===== src/rtl/led_display_panel_rx.sv =====
// HUB75 panel-side receiver: rebuilds each latched row pair and streams it out as (x, y, rgb).
// Optional ghosting check on address changes while OE is active: define LED_RX_OE_CHECK_EN.
module led_display_panel_rx #(
  parameter int NUM_ROW_PIXELS = 32,
  parameter int NUM_COL_PIXELS = 64,
  localparam int AW = $clog2(NUM_ROW_PIXELS / 2),
  localparam int XW = $clog2(NUM_COL_PIXELS),
  localparam int YW = $clog2(NUM_ROW_PIXELS)
) (
  input  logic          clk_in,
  input  logic          reset_in,
  input  logic          hub_bclk_in,
  input  logic [2:0]    hub_rgb_top_in,
  input  logic [2:0]    hub_rgb_bot_in,
  input  logic          hub_latch_in,
  input  logic          hub_oe_n_in,
  input  logic [AW-1:0] hub_addr_in,
  output logic          pix_valid_out,
  input  logic          pix_ready_in,
  output logic [XW-1:0] pix_x_out,
  output logic [YW-1:0] pix_y_out,
  output logic [2:0]    pix_rgb_out,
  output logic          row_done_out,
  output logic          frame_done_out,
  output logic          len_err_out,
  output logic          overrun_out,
  output logic          addr_err_out,
  output logic          busy_out
);

  localparam int CW = $clog2(NUM_COL_PIXELS + 2);
  localparam int IW = XW + 1;
  localparam int SW = 9 + AW;
  localparam logic [CW-1:0] CNT_FULL  = CW'(NUM_COL_PIXELS);
  localparam logic [CW-1:0] CNT_SAT   = CW'(NUM_COL_PIXELS + 1);
  localparam logic [IW-1:0] IDX_HALF  = IW'(NUM_COL_PIXELS);
  localparam logic [IW-1:0] IDX_LAST  = IW'(2 * NUM_COL_PIXELS - 1);
  localparam logic [AW-1:0] ADDR_LAST = AW'(NUM_ROW_PIXELS / 2 - 1);

  typedef enum logic {IDLE, STREAM} state_t;

  state_t state_reg, state_next;

  logic [SW-1:0] pins, s1_reg, s2_reg;
  logic          bclk_prev_reg, latch_prev_reg;
  logic [2:0]    s_rgb_top, s_rgb_bot;
  logic          s_bclk, s_latch, s_oe_n;
  logic [AW-1:0] s_addr;
  logic          bclk_rise, latch_rise;

  logic [2:0] top_reg  [NUM_COL_PIXELS];
  logic [2:0] bot_reg  [NUM_COL_PIXELS];
  logic [2:0] top_next [NUM_COL_PIXELS];
  logic [2:0] bot_next [NUM_COL_PIXELS];
  logic [2:0] buf_top  [NUM_COL_PIXELS];
  logic [2:0] buf_bot  [NUM_COL_PIXELS];

  logic [CW-1:0] cnt_reg, cnt_upd;
  logic          len_ok, start, accept, last_accept;
  logic [AW-1:0] addr_reg;
  logic [IW-1:0] idx_reg, sel_idx;
  logic          sel_bot;
  logic [XW-1:0] sel_x;
  logic [YW-1:0] sel_y;
  logic [2:0]    sel_rgb;

  logic          pix_valid_reg, row_done_reg, frame_done_reg, len_err_reg, overrun_reg;
  logic [XW-1:0] pix_x_reg;
  logic [YW-1:0] pix_y_reg;
  logic [2:0]    pix_rgb_reg;

  assign pins = {hub_addr_in, hub_oe_n_in, hub_latch_in, hub_bclk_in, hub_rgb_bot_in, hub_rgb_top_in};
  assign s_rgb_top = s2_reg[2:0];
  assign s_rgb_bot = s2_reg[5:3];
  assign s_bclk    = s2_reg[6];
  assign s_latch   = s2_reg[7];
  assign s_oe_n    = s2_reg[8];
  assign s_addr    = s2_reg[SW-1:9];

  assign bclk_rise  = s_bclk & ~bclk_prev_reg;
  assign latch_rise = s_latch & ~latch_prev_reg;

  // Bit k after a latch ends up at column N-1-k once the full row has been shifted.
  for (genvar gi = 0; gi < NUM_COL_PIXELS; gi++) begin : g_shift
    if (gi == 0) begin : g_head
      assign top_next[gi] = bclk_rise ? s_rgb_top : top_reg[gi];
      assign bot_next[gi] = bclk_rise ? s_rgb_bot : bot_reg[gi];
    end else begin : g_tail
      assign top_next[gi] = bclk_rise ? top_reg[gi-1] : top_reg[gi];
      assign bot_next[gi] = bclk_rise ? bot_reg[gi-1] : bot_reg[gi];
    end
  end

  // A same-cycle shift is counted before the latch looks at the length.
  assign cnt_upd = (bclk_rise && cnt_reg != CNT_SAT) ? cnt_reg + CW'(1) : cnt_reg;
  assign len_ok  = (cnt_upd == CNT_FULL);

  assign accept      = pix_valid_reg & pix_ready_in;
  assign last_accept = accept && (idx_reg == IDX_LAST);
  assign start       = (state_reg == IDLE) && latch_rise && len_ok;

  always_comb begin
    state_next = state_reg;
    case (state_reg)
      IDLE:    if (latch_rise && len_ok) state_next = STREAM;
      STREAM:  if (last_accept) state_next = IDLE;
      default: state_next = IDLE;
    endcase
  end

  // Pixel to be presented after this edge: the next one on accept, else the current one.
  assign sel_idx = pix_valid_reg ? idx_reg + IW'(1) : idx_reg;
  assign sel_bot = (sel_idx >= IDX_HALF);
  assign sel_x   = sel_bot ? XW'(sel_idx - IDX_HALF) : XW'(sel_idx);
  assign sel_y   = sel_bot ? YW'(addr_reg) + YW'(NUM_ROW_PIXELS / 2) : YW'(addr_reg);
  assign sel_rgb = sel_bot ? buf_bot[sel_x] : buf_top[sel_x];

  always_ff @(posedge clk_in) begin
    if (reset_in) begin
      state_reg      <= IDLE;
      s1_reg         <= '0;
      s2_reg         <= '0;
      bclk_prev_reg  <= 1'b0;
      latch_prev_reg <= 1'b0;
      cnt_reg        <= '0;
      addr_reg       <= '0;
      idx_reg        <= '0;
      pix_valid_reg  <= 1'b0;
      pix_x_reg      <= '0;
      pix_y_reg      <= '0;
      pix_rgb_reg    <= '0;
      row_done_reg   <= 1'b0;
      frame_done_reg <= 1'b0;
      len_err_reg    <= 1'b0;
      overrun_reg    <= 1'b0;
      for (int i = 0; i < NUM_COL_PIXELS; i++) begin
        top_reg[i] <= '0;
        bot_reg[i] <= '0;
        buf_top[i] <= '0;
        buf_bot[i] <= '0;
      end
    end else begin
      state_reg      <= state_next;
      s1_reg         <= pins;
      s2_reg         <= s1_reg;
      bclk_prev_reg  <= s_bclk;
      latch_prev_reg <= s_latch;
      top_reg        <= top_next;
      bot_reg        <= bot_next;
      cnt_reg        <= latch_rise ? '0 : cnt_upd;
      len_err_reg    <= latch_rise && !len_ok;
      overrun_reg    <= latch_rise && (state_reg == STREAM);
      row_done_reg   <= last_accept;
      frame_done_reg <= last_accept && (addr_reg == ADDR_LAST);

      if (start) begin
        buf_top       <= top_next;
        buf_bot       <= bot_next;
        addr_reg      <= s_addr;
        idx_reg       <= '0;
        pix_valid_reg <= 1'b0;
      end else if (state_reg == STREAM) begin
        if (!pix_valid_reg || (accept && !last_accept)) begin
          pix_valid_reg <= 1'b1;
          idx_reg       <= sel_idx;
          pix_x_reg     <= sel_x;
          pix_y_reg     <= sel_y;
          pix_rgb_reg   <= sel_rgb;
        end else if (last_accept) begin
          pix_valid_reg <= 1'b0;
        end
      end
    end
  end

`ifdef LED_RX_OE_CHECK_EN
  logic [AW-1:0] addr_prev_reg;
  logic          addr_err_reg;

  always_ff @(posedge clk_in) begin
    if (reset_in) begin
      addr_prev_reg <= '0;
      addr_err_reg  <= 1'b0;
    end else begin
      addr_prev_reg <= s_addr;
      addr_err_reg  <= !s_oe_n && (s_addr != addr_prev_reg);
    end
  end

  assign addr_err_out = addr_err_reg;
`else
  logic unused_oe_n;
  assign unused_oe_n  = s_oe_n;
  assign addr_err_out = 1'b0;
`endif

  assign pix_valid_out  = pix_valid_reg;
  assign pix_x_out      = pix_x_reg;
  assign pix_y_out      = pix_y_reg;
  assign pix_rgb_out    = pix_rgb_reg;
  assign row_done_out   = row_done_reg;
  assign frame_done_out = frame_done_reg;
  assign len_err_out    = len_err_reg;
  assign overrun_out    = overrun_reg;
  assign busy_out       = (state_reg == STREAM);

endmodule

===== config.mk =====
export PLATFORM = sky130hd
export DESIGN_NAME = led_display_panel_rx
export DESIGN_NICKNAME = d
export VERILOG_FILES = /design/src/rtl/led_display_panel_rx.sv
export SDC_FILE = /design/constraint.sdc
export NUM_CORES = 1
export LEC_CHECK = 0
export ABC_AREA = 1
export BUFFER_PORTS_ARGS = -buffer_cell sky130_fd_sc_hd__buf_2
export CAP_MARGIN = 20
export CORE_UTILIZATION = 29
export CTS_CLUSTER_SIZE = 28
export DETAILED_ROUTE_END_ITERATION = 8
export GPL_ROUTABILITY_DRIVEN = 0
export PLACE_DENSITY = 0.45
export SLEW_MARGIN = 30
export SYNTH_ARGS = -nofsm -noshare
export SYNTH_HDL_FRONTEND = slang
export SYNTH_SLANG_ARGS = --single-unit

===== constraint.sdc =====
create_clock -name clk_in -period 2.2 [get_ports clk_in]
set_input_delay 0.22 -clock clk_in [delete_from_list [all_inputs] [get_ports clk_in]]
set_output_delay 0.22 -clock clk_in [all_outputs]
set_load 0.01 [all_outputs]

==> results of run 1 <==
[layout by cell type, fill, tap and decap left out, types with 46 or more instances in the layout]
cell / instances
a21oi_1: 394
buf_12: 106
buf_4: 178
clkbuf_16: 104
dfxtp_1: 826
inv_1: 982
nand2_1: 1179
nand3_1: 333
nand3b_1: 46
nand4_1: 387
nor2_1: 434
o21a_1: 98
o21ai_0: 291
[metal layers]
layer | track usage | vias up | part of all wire
met5 | 0 | - | 0
met3 | 0.0217 | 123 | 0.036
met1 | 0.232 | 15700 | 0.50
li1 | - | 17600 | -
met2 | 0.271 | 454 | 0.45
met4 | 0.0501 | 0 | 0.021
[cells by family (layout without fill, tap and decap cells)]
logic type | after synthesis | after routing | synth area share
AO/OA/AOI/OAI | 798 | 798 | 0.113
XOR/XNOR | 9 | 9 | 0.00229
adder cells (fa/ha/maj) | 3 | 3 | 0.000996
buffers and inverters | 1428 | 1554 | 0.153
flip-flops | 832 | 832 | 0.442
other | 1 | 1 | 0.0000995
AND/OR/NAND/NOR | 2464 | 2464 | 0.289
[tightest hold or removal path: stages]
cell	delay (ns)
dlygate4sd3_1	0.51
buf_2	0.09
inv_1	0.03
nor2_1	0.06
[repair_timing]
action	in CTS	in global routing
pin swaps	41	4
cloned	9	8
endpoints found under the setup margin	400	401
setup buffers	41	3
endpoints found under the hold margin	19	0
hold buffers	14	0
gates resized for setup	137	44
[metrics by stage]
step | instances | cell area [µm²]
after floorplan | 5535 | 37700
after global placement | 7145 | 41500
after detailed placement | 7145 | 41500
after CTS | 7380 | 45800
after global routing | 7390 | 46200
final | 7390 | 46200
[where the power goes]
group	internal (mW)	total [mW]	switching [mW]
combinational	0.619	1.81	1.19
sequential	15.2	15.3	0.0568
clock	9.15	15.7	6.52
total	25.0	32.7	7.76
[worst min path at each step]
stage	from	to	slack, ns	depth (start not counted)
6_report	hub_rgb_bot_in[0]	s1_reg[3]	0.27	4
5_1_grt	hub_addr_in[0]	s1_reg[9]	0.28	4
3_3_place_gp	s1_reg[10]	s2_reg[10]	0.39	2
2_1_floorplan	hub_rgb_top_in[0]	s1_reg[0]	0.33	2
3_5_place_dp	s1_reg[10]	s2_reg[10]	0.39	2
4_1_cts	hub_addr_in[1]	s1_reg[10]	0.21	4
[layout make-up]
type                       count  area share
timing repair buffer         385       0.103
inverter                     996      0.0816
sequential                   832       0.361
clock buffer                 154      0.0624
multi-input combinational   3275       0.341
tap                         1729      0.0468
clock inverter                19     0.00374
==> flow_metrics.py, run 1 <==
metrics = {
    "status": {
        "status": "finished with violations",
        "violations": "setup timing",
    },
    "power": {
        "irDropWorstVdd_uv": 492,
        "p_leak_nw": 16.6,
        "power_density_nw_per_um2": 709,
        "finalPower_mw": 32.7,
    },
    "final_layout": {
        "fin_util": 0.360,
        "multi_input_area_um2": 15800,
        "layout-drive-gt1-share": 0.111,
        "antenna_cells": 0,
        "register_area_um2": 16700,
        "fill_cells": 14000,
        "fin_nets": 5604,
        "area_delta_synth_final_pct": 22.6,
    },
    "placed_design": {
        "port_buffers": 34,
        "pre_cts_ws_ns": -0.312,
        "dp_hpwl_um": 66100,
    },
    "timing": {
        "rsz0062_at_grt": "true",
        "tightest_slew_ns": 0.762,
        "setup_viol": 399,
        "hold_violations": 0,
        "fin_crit_sh": 1.10,
        "relSlewSlack": 0.492,
        "final.setup.tns_ns": -61.76,
        "slew_violations": 0,
        "fin_skew_ns": 0.0227,
        "fin_crit_ns": 2.43,
        "max_freq_mhz": 412,
        "setup_ws_ns": -0.229,
        "holdWs_ns": 0.273,
    },
    "setup_path": {
        "cp.depth": 18,
        "cp_num_buf_inv": 5,
        "critical_path_required_ns": 2.74,
        "endpoint_kind": "flip-flop",
        "worst-r2r-setup-slack_ns": -0.23,
        "worstPathCellList": "inv_2 -> ha_4 -> nand2_2 -> nor3_2 -> nand3_1 -> nand2_4 -> inv_4 -> nand2_2 -> nand2_2 -> nand2_2 -> nand3_2 -> nor2_4 -> buf_12 -> nand3_4 -> buf_12 -> buf_12 -> nand2_1 -> a21oi_1",
        "crit_end": "buf_top[107]",
        "critPathArrivalTime_ns": 2.97,
        "critPathMaxFanout": 34,
        "crit_family": "simple AND/OR/NAND/NOR gates",
        "cp_common_cell": "nand2_2",
        "start_kind": "flip-flop",
        "reg2reg_depth": 18,
        "rr_startpoint": "cnt_reg[1]",
        "cpPeakStageDelay_ns": 0.32,
        "timing.rr.end": "buf_top[107]",
        "critPathLaunch": "cnt_reg[1]",
        "slowest_stage": "dfxtp_2",
        "critPathKind": "flip-flop to flip-flop",
    },
    "detailed_routing": {
        "dr.pass1.iters": 5,
        "wl_per_cell_um": 15.1,
        "routed_wl_um": 111000,
        "postRouteAntennaNets": 0,
        "drc": 0,
        "vias": 33800,
        "drt_iter0_drc": 2193,
        "via_per_inst": 4.57,
    },
    "clocking": {
        "clock-sinks": 832,
        "htree_num_levels": 3,
        "cts_tree": "done",
        "clock_tree.root_cell": "clkbuf_16",
        "cts.clk_slew.worst_paths_ns": 0.06,
        "cts_buffer_depth": 3,
        "cts-buffers-inserted": 95,
        "insertion_delay_ns": 0.68,
    },
    "global_routing": {
        "antenna_found_initial": 0,
        "grt_pass1_wl_um": 178000,
        "grt_start_max_net_pins": 132,
        "first_global_vias": 32200,
        "grt_remaining_overflow": 0,
        "grt_use_total": 0.168,
    },
    "synth": {
        "synth_largest_area_cell": "dfxtp_1",
        "synth_ff_type": "dfxtp_1",
        "yosysWarnings": 0,
        "synth-edff-count": 0,
        "syn_inst": 5535,
        "synth_top_area_frac": 0.442,
        "synth.distinct_cells": 31,
        "netlist_area_um2": 37700,
        "synthArstFlopShare": 0,
        "syn_nets": 5554,
        "synth-seq-cells": 832,
        "yosys-top-cells-area": "dfxtp_1, nand2_1, inv_1",
        "synthTopCellsByCount": "nand2_1, inv_1, dfxtp_1",
        "yosysMostFrequentCell": "nand2_1",
        "yosysSeqAreaShare": 0.442,
        "syn_area_per_cell_um2": 6.81,
    },
    "worst_hold_path": {
        "holdCritPathClass": "input pin to flip-flop",
    },
    "floorplan": {
        "fp.dieH_um": 362,
        "die_w_um": 362,
        "io_pins": 37,
        "initial_core_util": 0.294,
        "dieArea_um2": 131000,
        "fp.coreArea_um2": 128000,
        "core.rowCount": 131,
    },
    "job": {
        "maxCapViolations": 0,
    },
}
Note: power is estimated with default switching activity, not from simulation.
==> inputs of run 2 (changes only) <==
--- a/config.mk
+++ b/config.mk
@@ -12,7 +12,7 @@
 export CTS_CLUSTER_SIZE = 28
 export DETAILED_ROUTE_END_ITERATION = 8
 export GPL_ROUTABILITY_DRIVEN = 0
-export PLACE_DENSITY = 0.45
+export PLACE_DENSITY = 0.43
 export SLEW_MARGIN = 30
 export SYNTH_ARGS = -nofsm -noshare
 export SYNTH_HDL_FRONTEND = slang
==> run 2 against run 1 <==
  * The run still ends with setup timing left
  * Final cell count down 0.12%
  * Sequential share of layout area down 0.47 points
  * Highest routed layer unchanged
  * Count of clock-buffer cells in the layout down 19
  * Sequential power about the same
  * Global-route usage up 0.50 points
  * Critical endpoint is now buf_bot[67]
  * Critical path depth down 2
  * Clock skew up 0.013 ns
==> flow_metrics.py, run 2 (synthesized netlist as in run 1, its figures left out) <==
metrics = {
    "timing": {
        "setup_ws_ns": -0.149,
        "relSlewSlack": 0.485,
        "rsz0062_at_grt": "true",
        "tightest_slew_ns": 0.772,
        "fin_crit_ns": 2.35,
        "setup_viol": 391,
        "holdWs_ns": 0.240,
        "slew_violations": 0,
        "fin_crit_sh": 1.07,
        "hold_violations": 0,
        "max_freq_mhz": 426,
        "fin_skew_ns": 0.0358,
    },
    "floorplan": {
        "fp.dieH_um": 362,
        "die_w_um": 362,
        "io_pins": 37,
        "dieArea_um2": 131000,
        "fp.coreArea_um2": 128000,
        "core.rowCount": 131,
        "initial_core_util": 0.294,
    },
    "placed_design": {
        "pre_cts_ws_ns": -0.197,
        "dp.cells": 7119,
        "dp_hpwl_um": 68400,
        "port_buffers": 34,
    },
    "final_layout": {
        "fin_util": 0.365,
        "layout-drive-gt1-share": 0.115,
        "fin_nets": 5599,
        "layout_common_cells": "nand2_1, inv_1, dfxtp_1",
        "area_delta_synth_final_pct": 24.2,
        "antenna_cells": 0,
        "layout.cells.most_common": "nand2_1",
        "final_cells": 7381,
        "fill_cells": 13900,
    },
    "setup_path": {
        "slowest_stage": "dfxtp_2",
        "critPathMaxFanout": 36,
        "critPathArrivalTime_ns": 2.89,
        "endpoint_kind": "flip-flop",
        "cpPeakStageDelay_ns": 0.32,
        "cp_common_cell": "buf_12",
        "critical_path_required_ns": 2.74,
        "critPathKind": "flip-flop to flip-flop",
        "start_kind": "flip-flop",
        "worstPathCellList": "inv_2 -> ha_4 -> nand2_2 -> nor3_2 -> nand3_2 -> nand2_4 -> inv_4 -> o21ai_2 -> nand3_2 -> nor2_4 -> buf_12 -> nand3_4 -> buf_12 -> buf_12 -> nand2_1 -> a21oi_1",
    },
    "worst_hold_path": {
        "holdCritPathClass": "input pin to flip-flop",
    },
    "detailed_routing": {
        "routed_wl_um": 117000,
        "vias": 33900,
        "drc": 0,
        "via_per_inst": 4.59,
        "dr.pass1.iters": 6,
        "wl_per_cell_um": 15.8,
        "postRouteAntennaNets": 0,
        "drt_iter0_drc": 2046,
    },
    "global_routing": {
        "grt_use_total": 0.173,
        "grt_start_max_net_pins": 175,
        "grt_pass1_wl_um": 183000,
        "grt_remaining_overflow": 0,
        "first_global_vias": 32300,
        "antenna_found_initial": 0,
    },
    "power": {
        "p_leak_nw": 16.8,
        "finalPower_mw": 33.4,
        "irDropWorstVdd_uv": 527,
        "power_density_nw_per_um2": 715,
    },
    "status": {
        "violations": "setup timing",
        "status": "finished with violations",
    },
    "clocking": {
        "clock-sinks": 832,
        "cts_tree": "done",
        "cts-buffers-inserted": 96,
        "cts.clk_slew.worst_paths_ns": 0.06,
        "cts_buffer_depth": 3,
        "insertion_delay_ns": 0.71,
        "clock_tree.root_cell": "clkbuf_16",
        "htree_num_levels": 3,
    },
    "job": {
        "maxCapViolations": 0,
    },
}
[run 2: cell types whose count changed in the layout (fill, tap and decap cells not counted), moves of 5 or more]
cell,change
nand3_1,-36
nand3_2,+32
buf_4,-21
nand2_1,+17
nand2_2,-17
clkbuf_1,-16
buf_12,+11
clkinv_2,+10
clkbuf_16,+7
a21oi_1,+6
a21oi_2,-6
bufbuf_16,+5
bufinv_16,+5
[run 2: worst paths after layout]
kind,start,end,slack (ns),cells after the start
max reg2reg,cnt_reg[1],buf_bot[67],-0.15,16
max,cnt_reg[1],buf_bot[67],-0.15,16
min,hub_addr_in[0],s1_reg[9],0.24,4
min reg2reg,s1_reg[0],s2_reg[0],0.40,2
[run 2: area by class of cell]
class                      instances  area (µm²)  area share
clock inverter                    35         404     0.00864
tap                             1729        2160      0.0462
multi-input combinational       3275       15900       0.340
sequential                       832       16700       0.356
inverter                         996        3780      0.0809
timing repair buffer             378        5030       0.108
timing repair inverter             1        30.0    0.000642
clock buffer                     135        2790      0.0596
[run 2: where the power goes]
part           switching [mW]  internal, mW
Clock                    6.76          9.64
Combinational            1.19         0.588
Sequential             0.0601          15.2
Total                    8.01          25.4
[run 2: critical path: cells and delay by family (launching register included)]
kind                     cells  cell delay [ns]
AND/OR/NAND/NOR              8             0.86
flip-flops                   1             0.32
adder cells (fa/ha/maj)      1             0.11
AO/OA/AOI/OAI                2             0.20
buffers and inverters        5             0.67
[run 2: stage by stage]
step / area (µm²) / setup TNS (ns)
after floorplan: 37700 / 0
final: 46800 / -31.77
after global routing: 46800 / -98.49
after CTS: 45800 / -34.50
after detailed placement: 41400 / -49.62
after global placement: 41400 / -32.57
[run 2: what timing repair did]
action / 4_1_cts / 5_1_grt
gates resized for setup: 88 / 95
pin swaps: 19 / 27
endpoints found under the setup margin: 400 / 401
gates cloned: 12 / 16
buffers inserted: 26 / 25
hold buffers: 14 / 0
endpoints found under the hold margin: 28 / 0
[run 2: per-layer routing]
layer / global-route usage / share of wire / vias to the layer above
met5: 0 / 0 / -
met4: 0.0516 / 0.020 / 0
met3: 0.0236 / 0.034 / 135
met2: 0.276 / 0.45 / 446
met1: 0.240 / 0.50 / 15800
li1: - / - / 17500
